File: src/rtl/fft_mem_sequencer.sv
// Address sequencer for an in-place radix-2 FFT working memory: bit-reversed
// load, per-stage butterfly read/write-back addressing, natural-order unload.
module fft_mem_sequencer #(
  parameter int N      = 16,
  parameter int SIZE   = 4,
  parameter int BF_LAT = 3
) (
  input  logic            clk,
  input  logic            rst_n,
  input  logic            start,
  input  logic            in_valid,
  output logic            load_data,
  output logic [SIZE:0]   invert_adr,
  output logic            en_rd,
  output logic [SIZE:0]   rd_ptr,
  output logic            en_wr,
  output logic [SIZE:0]   wr_ptr,
  output logic [SIZE-2:0] tw_adr,
  output logic [SIZE-1:0] stage,
  output logic            unload,
  output logic            busy,
  output logic            done
);

  localparam int PW = SIZE + 1;
  localparam logic [SIZE-1:0] LAST_IDX   = SIZE'(N - 1);
  localparam logic [SIZE-1:0] DRAIN_END  = SIZE'(BF_LAT);
  localparam logic [SIZE-1:0] LAST_STAGE = SIZE'(SIZE - 1);

  typedef enum logic [2:0] {
    S_IDLE,
    S_LOAD,
    S_CALC,
    S_DRAIN,
    S_UNLOAD
  } state_t;

  state_t state, state_nx;

  logic [SIZE-1:0] ld_cnt;
  logic [SIZE-1:0] cnt;
  logic [SIZE-1:0] stage_q;

  logic [BF_LAT-1:0]         dl_en;
  logic [BF_LAT-1:0][PW-1:0] dl_ptr;

  logic [PW-1:0] b_w, span, pos, top, bot;

  // NOTE: state register only; all decisions live in the combinational process.
  always_ff @(posedge clk or negedge rst_n) begin
    if (!rst_n) state <= S_IDLE;
    else        state <= state_nx;
  end

  // NOTE: every output of this block gets a default first so no latch is inferred.
  always_comb begin
    state_nx = state;
    unique case (state)
      S_IDLE:   if (start) state_nx = S_LOAD;
      S_LOAD:   if (in_valid && ld_cnt == LAST_IDX) state_nx = S_CALC;
      S_CALC:   if (cnt == LAST_IDX) state_nx = S_DRAIN;
      S_DRAIN:  if (cnt == DRAIN_END)
                  state_nx = (stage_q == LAST_STAGE) ? S_UNLOAD : S_CALC;
      S_UNLOAD: if (cnt == LAST_IDX) state_nx = S_IDLE;
      default:  state_nx = S_IDLE;
    endcase
  end

  // Counters: ld_cnt wraps naturally at N, cnt is shared by CALC/DRAIN/UNLOAD.
  always_ff @(posedge clk or negedge rst_n) begin
    if (!rst_n) begin
      ld_cnt  <= '0;
      cnt     <= '0;
      stage_q <= '0;
      done    <= 1'b0;
    end else begin
      done <= (state == S_UNLOAD) && (cnt == LAST_IDX);
      unique case (state)
        S_IDLE: begin
          ld_cnt  <= '0;
          cnt     <= '0;
          stage_q <= '0;
        end
        S_LOAD: begin
          cnt <= '0;
          if (in_valid) ld_cnt <= ld_cnt + SIZE'(1);
        end
        S_CALC: cnt <= (cnt == LAST_IDX) ? '0 : cnt + SIZE'(1);
        S_DRAIN: begin
          if (cnt == DRAIN_END) begin
            cnt     <= '0;
            stage_q <= (stage_q == LAST_STAGE) ? '0 : stage_q + SIZE'(1);
          end else begin
            cnt <= cnt + SIZE'(1);
          end
        end
        S_UNLOAD: cnt <= cnt + SIZE'(1);
        default:  cnt <= '0;
      endcase
    end
  end

  // Butterfly addressing: cnt[SIZE-1:1] is the butterfly index, cnt[0] picks top/bottom.
  always_comb begin
    b_w  = PW'(cnt[SIZE-1:1]);
    span = PW'(1) << stage_q;
    pos  = b_w & (span - PW'(1));
    top  = ((b_w >> stage_q) << (stage_q + SIZE'(1))) | pos;
    bot  = top + span;
  end

  always_comb begin
    load_data = (state == S_LOAD) && in_valid;
    en_rd     = 1'b0;
    rd_ptr    = '0;
    tw_adr    = '0;
    unload    = 1'b0;
    for (int i = 0; i < SIZE; i++) invert_adr[i] = ld_cnt[SIZE-1-i];
    invert_adr[SIZE] = 1'b0;
    if (state == S_CALC) begin
      en_rd  = 1'b1;
      rd_ptr = cnt[0] ? bot : top;
      tw_adr = pos[SIZE-2:0] << (LAST_STAGE - stage_q);
    end else if (state == S_UNLOAD) begin
      en_rd  = 1'b1;
      unload = 1'b1;
      rd_ptr = {1'b0, cnt};
    end
  end

  // NOTE: the write-back delay line is reset so no stale write fires after an abort.
  always_ff @(posedge clk or negedge rst_n) begin
    if (!rst_n) begin
      dl_en  <= '0;
      dl_ptr <= '0;
    end else begin
      dl_en[0]  <= en_rd && (state == S_CALC);
      dl_ptr[0] <= rd_ptr;
      for (int i = 1; i < BF_LAT; i++) begin
        dl_en[i]  <= dl_en[i-1];
        dl_ptr[i] <= dl_ptr[i-1];
      end
    end
  end

  assign en_wr  = dl_en[BF_LAT-1];
  assign wr_ptr = dl_ptr[BF_LAT-1];
  assign stage  = stage_q;
  assign busy   = (state != S_IDLE);

endmodule

File: config.mk
export PLATFORM = sky130hd
export DESIGN_NAME = fft_mem_sequencer
export DESIGN_NICKNAME = d
export VERILOG_FILES = /design/src/rtl/fft_mem_sequencer.sv
export SDC_FILE = /design/constraint.sdc
export NUM_CORES = 1
export LEC_CHECK = 0
export BUFFER_PORTS_ARGS = -buffer_cell sky130_fd_sc_hd__buf_2
export CORE_MARGIN = 5
export CORE_UTILIZATION = 45
export CTS_CLUSTER_SIZE = 8
export DETAILED_ROUTE_END_ITERATION = 8
export PLACE_DENSITY = 0.64
export SYNTH_ARGS = -nofsm -noshare
export SYNTH_HDL_FRONTEND = slang
export SYNTH_SLANG_ARGS = --single-unit
File: constraint.sdc
create_clock -name clk -period 4.32 [get_ports clk]
set_input_delay 0.648 -clock clk [delete_from_list [all_inputs] [get_ports clk]]
set_output_delay 0.648 -clock clk [all_outputs]
set_load 0.02 [all_outputs]
Word level (Yosys, flattened, before mapping). Index checks and enable logic that the tools add are counted.

Eq/ne operators: 14. Shift operators: 4. Reduce and logical (&&, ||, !) cells: 11. Bitwise logic cells: 2. $add $sub $neg: 6. Muxes and demuxes: 22.

Operator list (number): two-way mux 4 bit (6); two-way mux 3 bit (7); case mux 4 bit (2 select lines) (2); case mux 3 bit (5 select lines) (1); adder 4 x 1 -> 4 bit, second input constant (3); != test 2 bit, second input constant (6); case mux 4 bit (3 select lines) (1); two-way mux 5 bit (2); == test 4 x 2 -> 1 bit, second input constant (2); == test 4 bit, second input constant (2); == test 3 x 2 -> 1 bit, second input constant (2); adder 5 bit (1); AND 3 x 5 -> 5 bit (1); OR 5 bit (1); AND reduction 5 bit (1); << shifter 1 x 4 -> 5 bit, first input constant (1); << shifter 5 x 4 -> 5 bit (1); >> shifter 3 x 4 -> 5 bit (1); subtractor 5 x 1 -> 5 bit, second input constant (1); logical AND 1 bit (4); AND reduction 2 bit (2); nonzero test 2 bit (2); << shifter 3 x 4 -> 3 bit (1); subtractor 2 x 4 -> 4 bit, first input constant (1); 5 further kinds (7).

Flip-flop bits (word level): 34. Bits of input ports: 4. Word-level logic and storage cells: 68. Output and inout bits: 28.

Longest topological paths before layout. Gate-level depths: netlist (run 1).

Depth in word-level cells: 7. Depth in mapped cells: 13. Gate-level depth less buffers: 12.

Worst setup path before layout (run 1). OpenSTA, ideal clock, no wires.

Path type: register to output. From: reg stage_q[1], in the netlist stage[1]. To: out rd_ptr[4]. Setup slack: 184 ps. Arrival time: 3488 ps. Required time: 3672 ps. Stages on the path, launching flop included: 12. Buffers on the path: 1. Path through: dfrtp_1 > clkbuf_1 > inv_1 > ha_1 > or3b_2 > ha_1 > nor2b_1 > a21o_1 > fa_1 > nand3_1 > a21oi_1 > o41ai_1.

Word-level cells in the longest chain between the ends: 7. Elaborated cells between the ends (all ways): 10. Classes of those cells: add/sub (3); shift (3); mux (2); bitwise (2).

RTL lines: start, declared (RTL line 42) `logic [SIZE-1:0] stage_q;`; start signal, assigned (RTL line 92) `stage_q <= (stage_q == LAST_STAGE) ? '0 : stage_q + SIZE'(1);`; branches (longest 5 deep; another with adder 5 bit); two-way mux 5 bit * (RTL line 122) `rd_ptr = cnt[0] ? bot : top;`; two-way mux 5 bit * (RTL line 120) `if (state == S_CALC) begin`; end, declared (RTL line 15) `output logic [SIZE:0] rd_ptr,`.

Mark *: on every way between the ends.

Worst setup path in the final report (run 1).
From: reg stage_q[0], in the netlist stage[0]. To: out rd_ptr[3].

Same word-level chain as after synthesis.

==> results of run 1 <==
==> per-stage QoR <==
step	hold WS [ns]	utilization (%)
after floorplan	0.331	-
final	0.348	52.2
after global routing	0.356	52.2
after detailed placement	0.335	49.2
after global placement	0.331	49.2
after CTS	0.349	51.9
==> state kept, by name, summed over array words and instances, names as in the netlist <==
signal	cells
dl_en	3
stage	4
done	1
state	3
dl_ptr	10
ld_cnt	4
cnt	4
wr_ptr	5
==> layout by cell type, fill, tap and decap left out, drive strengths merged, types with 4 or more instances in the layout <==
cell	Yosys	layout
a21o	5	5
clkbuf	5	5
nor2	12	12
buf	10	33
xor2	4	4
inv	14	14
dfrtp	34	34
nor3	5	5
nand3	8	8
a21oi	9	9
nand2	19	19
nand3b	4	4
nor2b	8	8
o21ai	11	11
ha	13	13
==> cells by family (layout without fill, tap and decap cells) <==
family / Yosys count / in the layout / share of synthesized area, %
other: 1 / 1 / 0.189
AND/OR/NAND/NOR: 77 / 77 / 21.9
adder cells (fa/ha/maj): 14 / 14 / 9.22
flip-flops: 34 / 34 / 42.9
XOR/XNOR: 5 / 5 / 2.21
AO/OA/AOI/OAI: 42 / 42 / 13.6
multiplexers: 5 / 5 / 2.71
buffers and inverters: 29 / 55 / 7.20
==> per-layer routing <==
| metal | track usage (%) | vias to the layer above |
|---|---|---|
| met5 | 0 | - |
| met4 | 7.34 | 0 |
| met3 | 3.66 | 10 |
| met2 | 22.7 | 36 |
| met1 | 21.3 | 730 |
| li1 | - | 762 |
==> power by group through the flow <==
stage	registers [mW]	clock network, mW	logic, mW
finish	0.425	0.291	0.318
global placement	0.428	0	0.312
floorplan	0.427	0	0.236
CTS	0.423	0.300	0.319
detailed placement	0.430	0	0.317
global route	0.431	0.315	0.359
==> Yosys cell counts, types with 2 or more instances <==
| master | number | area share (%) |
|---|---|---|
| nand3_1 | 8 | 2.0 |
| or3b_2 | 2 | 0.88 |
| a21oi_1 | 9 | 2.3 |
| o211ai_1 | 2 | 0.76 |
| dfrtp_1 | 34 | 43 |
| nor2b_1 | 8 | 2.5 |
| xor2_1 | 4 | 1.8 |
| or3_1 | 3 | 0.95 |
| nand2b_1 | 2 | 0.63 |
| nor3_1 | 5 | 1.3 |
| a31oi_1 | 3 | 0.95 |
| a21o_1 | 5 | 1.9 |
| nand3b_1 | 4 | 1.5 |
| buf_2 | 3 | 0.76 |
| nand4_1 | 2 | 0.63 |
| nand2_1 | 19 | 3.6 |
| ha_1 | 13 | 8.2 |
| buf_4 | 6 | 2.3 |
| inv_1 | 14 | 2.7 |
| clkbuf_1 | 5 | 0.95 |
| mux2i_1 | 2 | 1.0 |
| nor2_1 | 12 | 2.3 |
| o21ai_0 | 11 | 2.8 |
| and4bb_2 | 2 | 1.3 |
| mux2_2 | 3 | 1.7 |
| nor3b_1 | 3 | 1.1 |
==> area by class of cell <==
type | count | area share (%)
Multi-Input combinational cell | 144 | 44.3
Sequential cell | 34 | 37.7
Timing Repair Buffer | 33 | 7.76
Clock buffer | 5 | 3.05
Tap cell | 52 | 2.88
Inverter | 14 | 2.33
Clock inverter | 3 | 2.00
==> repair_timing <==
item / CTS / global route
resized for setup: 0 / 3
endpoints found under the setup margin: 0 / 1
hold endpoints to repair: 0 / 0
hold buffers: 0 / 0
==> worst min-delay path by stage <==
| stage | depth (start not counted) | startpoint | slack [ns] | to |
|---|---|---|---|---|
| 3_5_place_dp | 0 | dl_en[1] | 0.33 | dl_en[2] |
| 4_1_cts | 0 | dl_en[0] | 0.35 | dl_en[1] |
| 6_report | 0 | dl_en[0] | 0.35 | dl_en[1] |
| 5_1_grt | 0 | dl_ptr[9] | 0.36 | wr_ptr[4] |
| 3_3_place_gp | 0 | dl_ptr[3] | 0.33 | dl_ptr[8] |
| 2_1_floorplan | 0 | dl_en[0] | 0.33 | dl_en[1] |
==> results.md, run 1 <==
* CP required at 3.67 ns
* Core ar. at 0.00432 mm²
* CTS tree: done
* Initial cell density of the core at 45.8%
* Synth unique cells at 49
* Synth async-reset ratio at 100%
* Register area share after synthesis at 42.9%
* 1st-pass router iterations at 4
* VDD IR max at 154 µV
* Initial antenna violation count at 0
* Worst EP arrival at 3.46 ns
* Wire per inst at 14.7 µm
* Final ANT Viol Nets at 0
* Net count, final at 250
* Worst Max-Slew Pin Slew at 0.735 ns
* Worst skew pair latency at 0.29 ns
* DP Cell Count at 277
* Crit-path cells: buf_4 > ha_1 > ha_2 > or3b_2 > nor2_1 > a21o_1 > ha_1 > a21o_1 > a21oi_1 > mux2_2 > nand3b_1 > buf_2
* Status: finished clean
* WP buf/inv at 2
* Pint at 0.662 mW
* Setup bufs post-CTS at 0
* Fmax at 243 MHz
* Grt total ovfl at 0
* Critical path type: reg2out
* Row count at 24
* Largest net degree at the start of global routing at 35
* Area grow syn2layout at 13.8%
* Minimum clock period at 4.11 ns
* Leakage at 1.11 nW
* Reg2reg end: dl_ptr[3]
* RSZ-0062 raised after global routing: false
* Sink Count at 34
* Met3 WL at 186 µm
* Clock network fraction of total power at 28.1%
* CP peak stage delay at 0.48 ns
* H-tree depth at 2
* Register Area at 851 µm²
* Max-cap violations at 0
* Pre-CTS setup slack at 0.513 ns
* Fraction of layout cells with a size suffix above 1 at 23.2%
* Yosys warns at 0
* Met2 wire length at 1.94 mm
* Hold Fails Final Rpt at 0
* HPWL Detailed at 3.13 mm
* Die X at 76.4 µm
* Total power at 1.03 mW
* R2R cell count at 11
* CP Capture Point: rd_ptr[3]
* Wl on met1 at 1.99 mm
* Initial DRC Count at 115
* Final Instance Area at 0.00226 mm²
* Worst hold path class: reg2reg
* Final worst slack at 0.209 ns
* Avg Inst Size Synth at 9.57 µm²
* Area post-placement at 0.00213 mm²
* RR Startpoint: stage[0]
* Remaining DRCs at 0
* CP max-delay cell: or3b_2
* CTS Buf Count at 5
* Number of global-route vias before repair at 1499
* Power Density at 458 mW/mm²
* Root buf cell: clkbuf_8
* Fin. max-slew vios at 0
* WP depth at 12
* Setup Viol. Count Final at 0
* Kind of end point of the critical path: output pin
* GR Util All Layers at 15.4%
* Cells after synthesis at 207
* DR vias at 1538
* Startpoint types: register
* Highest Signal Layer: met4
* Switching Share at 35.9%
* Fin crit share at 95.2%
* R2r setup slk at 1.25 ns
* Part of the power in registers at 41.1%
* Setup TNS Final at 0 ns
* N_diodes at 0
* Fillers at 420
* Comb pwr share at 30.8%
* Worst setup path start: stage[0]
* Clock Pin Slew Worst Setup and Hold Paths at 0.07 ns
* Routability cong. at 0.898
* Most used flip-flop cell after synthesis: dfrtp_1
* Crit path max fanout at 16
* CTS max path bufs at 2
* Seq cells post-synth at 34
* Post-route insts no fill at 285
* Syn nets at 225
* Die area at 0.00583 mm²
* DRT Wirelength at 4.20 mm
* Switching power at 0.371 mW
* Multi-input logic area at 998 µm²
* Synthesized cell area at 0.00198 mm²
* Post-synth EDFFs at 0
* Number of vias per cell at 5.40
* Number of port buffers at 30
* First-pass GRT wire length at 7.37 mm
* Top-level I/O count at 32
* Family with the most delay on the worst path: adder cells
* Die Height at 76.4 µm
* Slew HR at 51.0%
* Final Skew at 0.00635 ns
(Power assumes the default switching activity.)
==> inputs of run 2 (changes only) <==
--- a/config.mk
+++ b/config.mk
@@ -10,7 +10,7 @@
 export CORE_UTILIZATION = 45
 export CTS_CLUSTER_SIZE = 8
 export DETAILED_ROUTE_END_ITERATION = 8
-export PLACE_DENSITY = 0.64
+export PLACE_DENSITY = 0.66
 export SYNTH_ARGS = -nofsm -noshare
 export SYNTH_HDL_FRONTEND = slang
 export SYNTH_SLANG_ARGS = --single-unit
==> run 2 against run 1 <==
  * Die area stayed put
  * Critical endpoint unchanged
  * Worst setup slack worse by 0.010 ns
  * Via count up 1.0%
  * Wire length fell by 2.0%
  * Register-to-register slack got worse by 0.02 ns
  * Clock-buffer cell count unchanged
  * Clock skew down 0.0032 ns
  * Combinational power decreased by 1%
  * Flip-flop and latch count unchanged
  * Clock power is essentially flat
==> results.md, run 2 (synthesized netlist as in run 1, its figures left out) <==
* Worst hold path class: reg2reg
* Number of global-route vias before repair at 1423 (-5.1%)
* DR vias at 1554 (+1.0%)
* R2R cell count at 11 (unchanged)
* Die X at 76.4 µm (unchanged)
* Wire per inst at 14.4 µm (-2.0%)
* Most frequent cells in the layout: 34 x dfrtp_1, 30 x buf_2, 19 x nand2_1
* Largest net degree at the start of global routing at 35 (unchanged)
* Setup TNS Final at 0 ns (unchanged)
* 1st-pass router iterations at 5 (+1)
* Setup Viol. Count Final at 0 (unchanged)
* Remaining DRCs at 0 (unchanged)
* Leakage at 1.11 nW (about the same)
* Worst skew pair latency at 0.28 ns (about the same)
* First-pass GRT wire length at 7.08 mm (-3.9%)
* Worst Max-Slew Pin Slew at 0.757 ns (+0.0214 ns)
* CP peak stage delay at 0.48 ns (about the same)
* Die Height at 76.4 µm (unchanged)
* Row count at 24 (unchanged)
* Startpoint types: register
* Area grow syn2layout at 13.9% (about the same)
* Status: finished clean
* Fraction of layout cells with a size suffix above 1 at 23.6% (+0.43 points)
* Final Instance Area at 0.00226 mm² (about the same)
* Routability cong. at 0.847 (-5.7%)
* Crit-path cells: buf_4 > ha_1 > ha_2 > or3b_2 > nor2_1 > a21o_1 > ha_1 > a21o_1 > a21oi_1 > mux2_2 > nand3b_1 > buf_2
* Clock Pin Slew Worst Setup and Hold Paths at 0.07 ns (about the same)
* Worst setup path start: stage[0]
* Critical path type: reg2out
* VDD IR max at 154 µV (about the same)
* CTS Buf Count at 5 (unchanged)
* RSZ-0062 raised after global routing: false
* Setup bufs post-CTS at 0 (unchanged)
* Worst EP arrival at 3.47 ns (about the same)
* R2r setup slk at 1.23 ns (-0.02 ns)
* Die area at 0.00583 mm² (unchanged)
* CTS tree: done
* Power Density at 455 mW/mm² (-0.57%)
* Number of port buffers at 30 (unchanged)
* Reg2reg end: dl_ptr[3]
* CTS Hold Bufs at 0 (unchanged)
* Number of vias per cell at 5.45 (+1.0%)
* Fin. max-slew vios at 0 (unchanged)
* Sink Count at 34 (unchanged)
* Fillers at 405 (-3.6%)
* Min-delay src: dl_en[1]
* GR Util All Layers at 14.8% (-0.60 points)
* PostCTS Resize Cnt at 0 (unchanged)
* N_diodes at 0 (unchanged)
* Net count, final at 250 (unchanged)
* CP max-delay cell: or3b_2
* Multi-input logic area at 0.00100 mm² (+0.38%)
* Minimum clock period at 4.12 ns (+0.0101 ns)
* Final ANT Viol Nets at 0 (unchanged)
* Max-cap violations at 0 (unchanged)
* Initial antenna violation count at 0 (unchanged)
* Hold slack at 0.350 ns (+0.00153 ns)
* Core ar. at 0.00432 mm² (unchanged)
* Most common cell after layout, fill and taps aside: dfrtp_1
* DRT Wirelength at 4.12 mm (-2.0%)
* Final Skew at 0.00317 ns (-0.00317 ns)
* H-tree depth at 2 (unchanged)
* Hold Fails Final Rpt at 0 (unchanged)
* CP Capture Point: rd_ptr[3]
* Fmax at 243 MHz (-0.25%)
* Initial DRC Count at 92 (-20%)
* Slew HR at 49.5% (-1.4 points)
* Biggest register: dl_ptr
* CP required at 3.67 ns (about the same)
* Fin crit share at 95.4% (+0.23 points)
* Initial cell density of the core at 45.8% (unchanged)
* HPWL Detailed at 3.02 mm (-3.4%)
* Register Area at 851 µm² (unchanged)
* Top-level I/O count at 32 (unchanged)
* Max FFs per register at 10 (unchanged)
* RR Startpoint: stage[0]
* Area post-placement at 0.00213 mm² (unchanged)
* CTS max path bufs at 2 (unchanged)
* Kind of end point of the critical path: output pin
* Root buf cell: clkbuf_8
* Grt total ovfl at 0 (unchanged)
* Crit path max fanout at 16 (unchanged)
[run 2: cell type report]
| type | instances | share of cell area [%] |
|---|---|---|
| clock buffer | 5 | 3.05 |
| clock inverter | 3 | 2.00 |
| inverter | 14 | 2.33 |
| multi-input combinational | 144 | 44.4 |
| sequential | 34 | 37.7 |
| tap | 52 | 2.88 |
| timing repair buffer | 33 | 7.65 |
[run 2: power breakdown]
group,switching (mW),internal (mW),total (mW)
registers,0.0628,0.362,0.424
clock network,0.118,0.171,0.289
logic,0.187,0.128,0.314
total,0.367,0.661,1.03
[run 2: layer usage]
metal / routed length (µm) / vias to the layer above / GRT usage, %
met3: 177 / 8 / 2.96
met5: 0 / - / 0
li1: - / 761 / -
met2: 1920 / 39 / 22.4
met4: 71 / 0 / 4.72
met1: 1940 / 746 / 21.2
[run 2: critical path, delay by kind of cell (launching register included)]
family / cells / cell delay (ns)
AND/OR/NAND/NOR: 3 / 0.73
buffers and inverters: 2 / 0.37
AO/OA/AOI/OAI: 3 / 0.50
multiplexers: 1 / 0.35
flip-flops: 1 / 0.38
adder cells (fa/ha/maj): 3 / 0.86
[run 2: worst min path at each step]
stage	endpoint	slack, ns	depth (start not counted)
after CTS	dl_ptr[9]	0.35	0
after detailed placement	dl_ptr[6]	0.34	0
final	dl_en[2]	0.35	0
after global routing	dl_ptr[9]	0.36	0
after global placement	wr_ptr[1]	0.33	0
after floorplan	dl_en[1]	0.33	0
[run 2: metrics by stage]
step,cells,total power [mW],worst slack [ns],utilization (%)
5_1_grt,285,1.10,0.0151,52.2
3_5_place_dp,277,0.744,0.499,49.2
4_1_cts,285,1.04,0.181,51.9
3_3_place_gp,277,0.741,0.527,49.2
6_report,285,1.03,0.198,52.2
2_1_floorplan,207,0.663,0.184,-
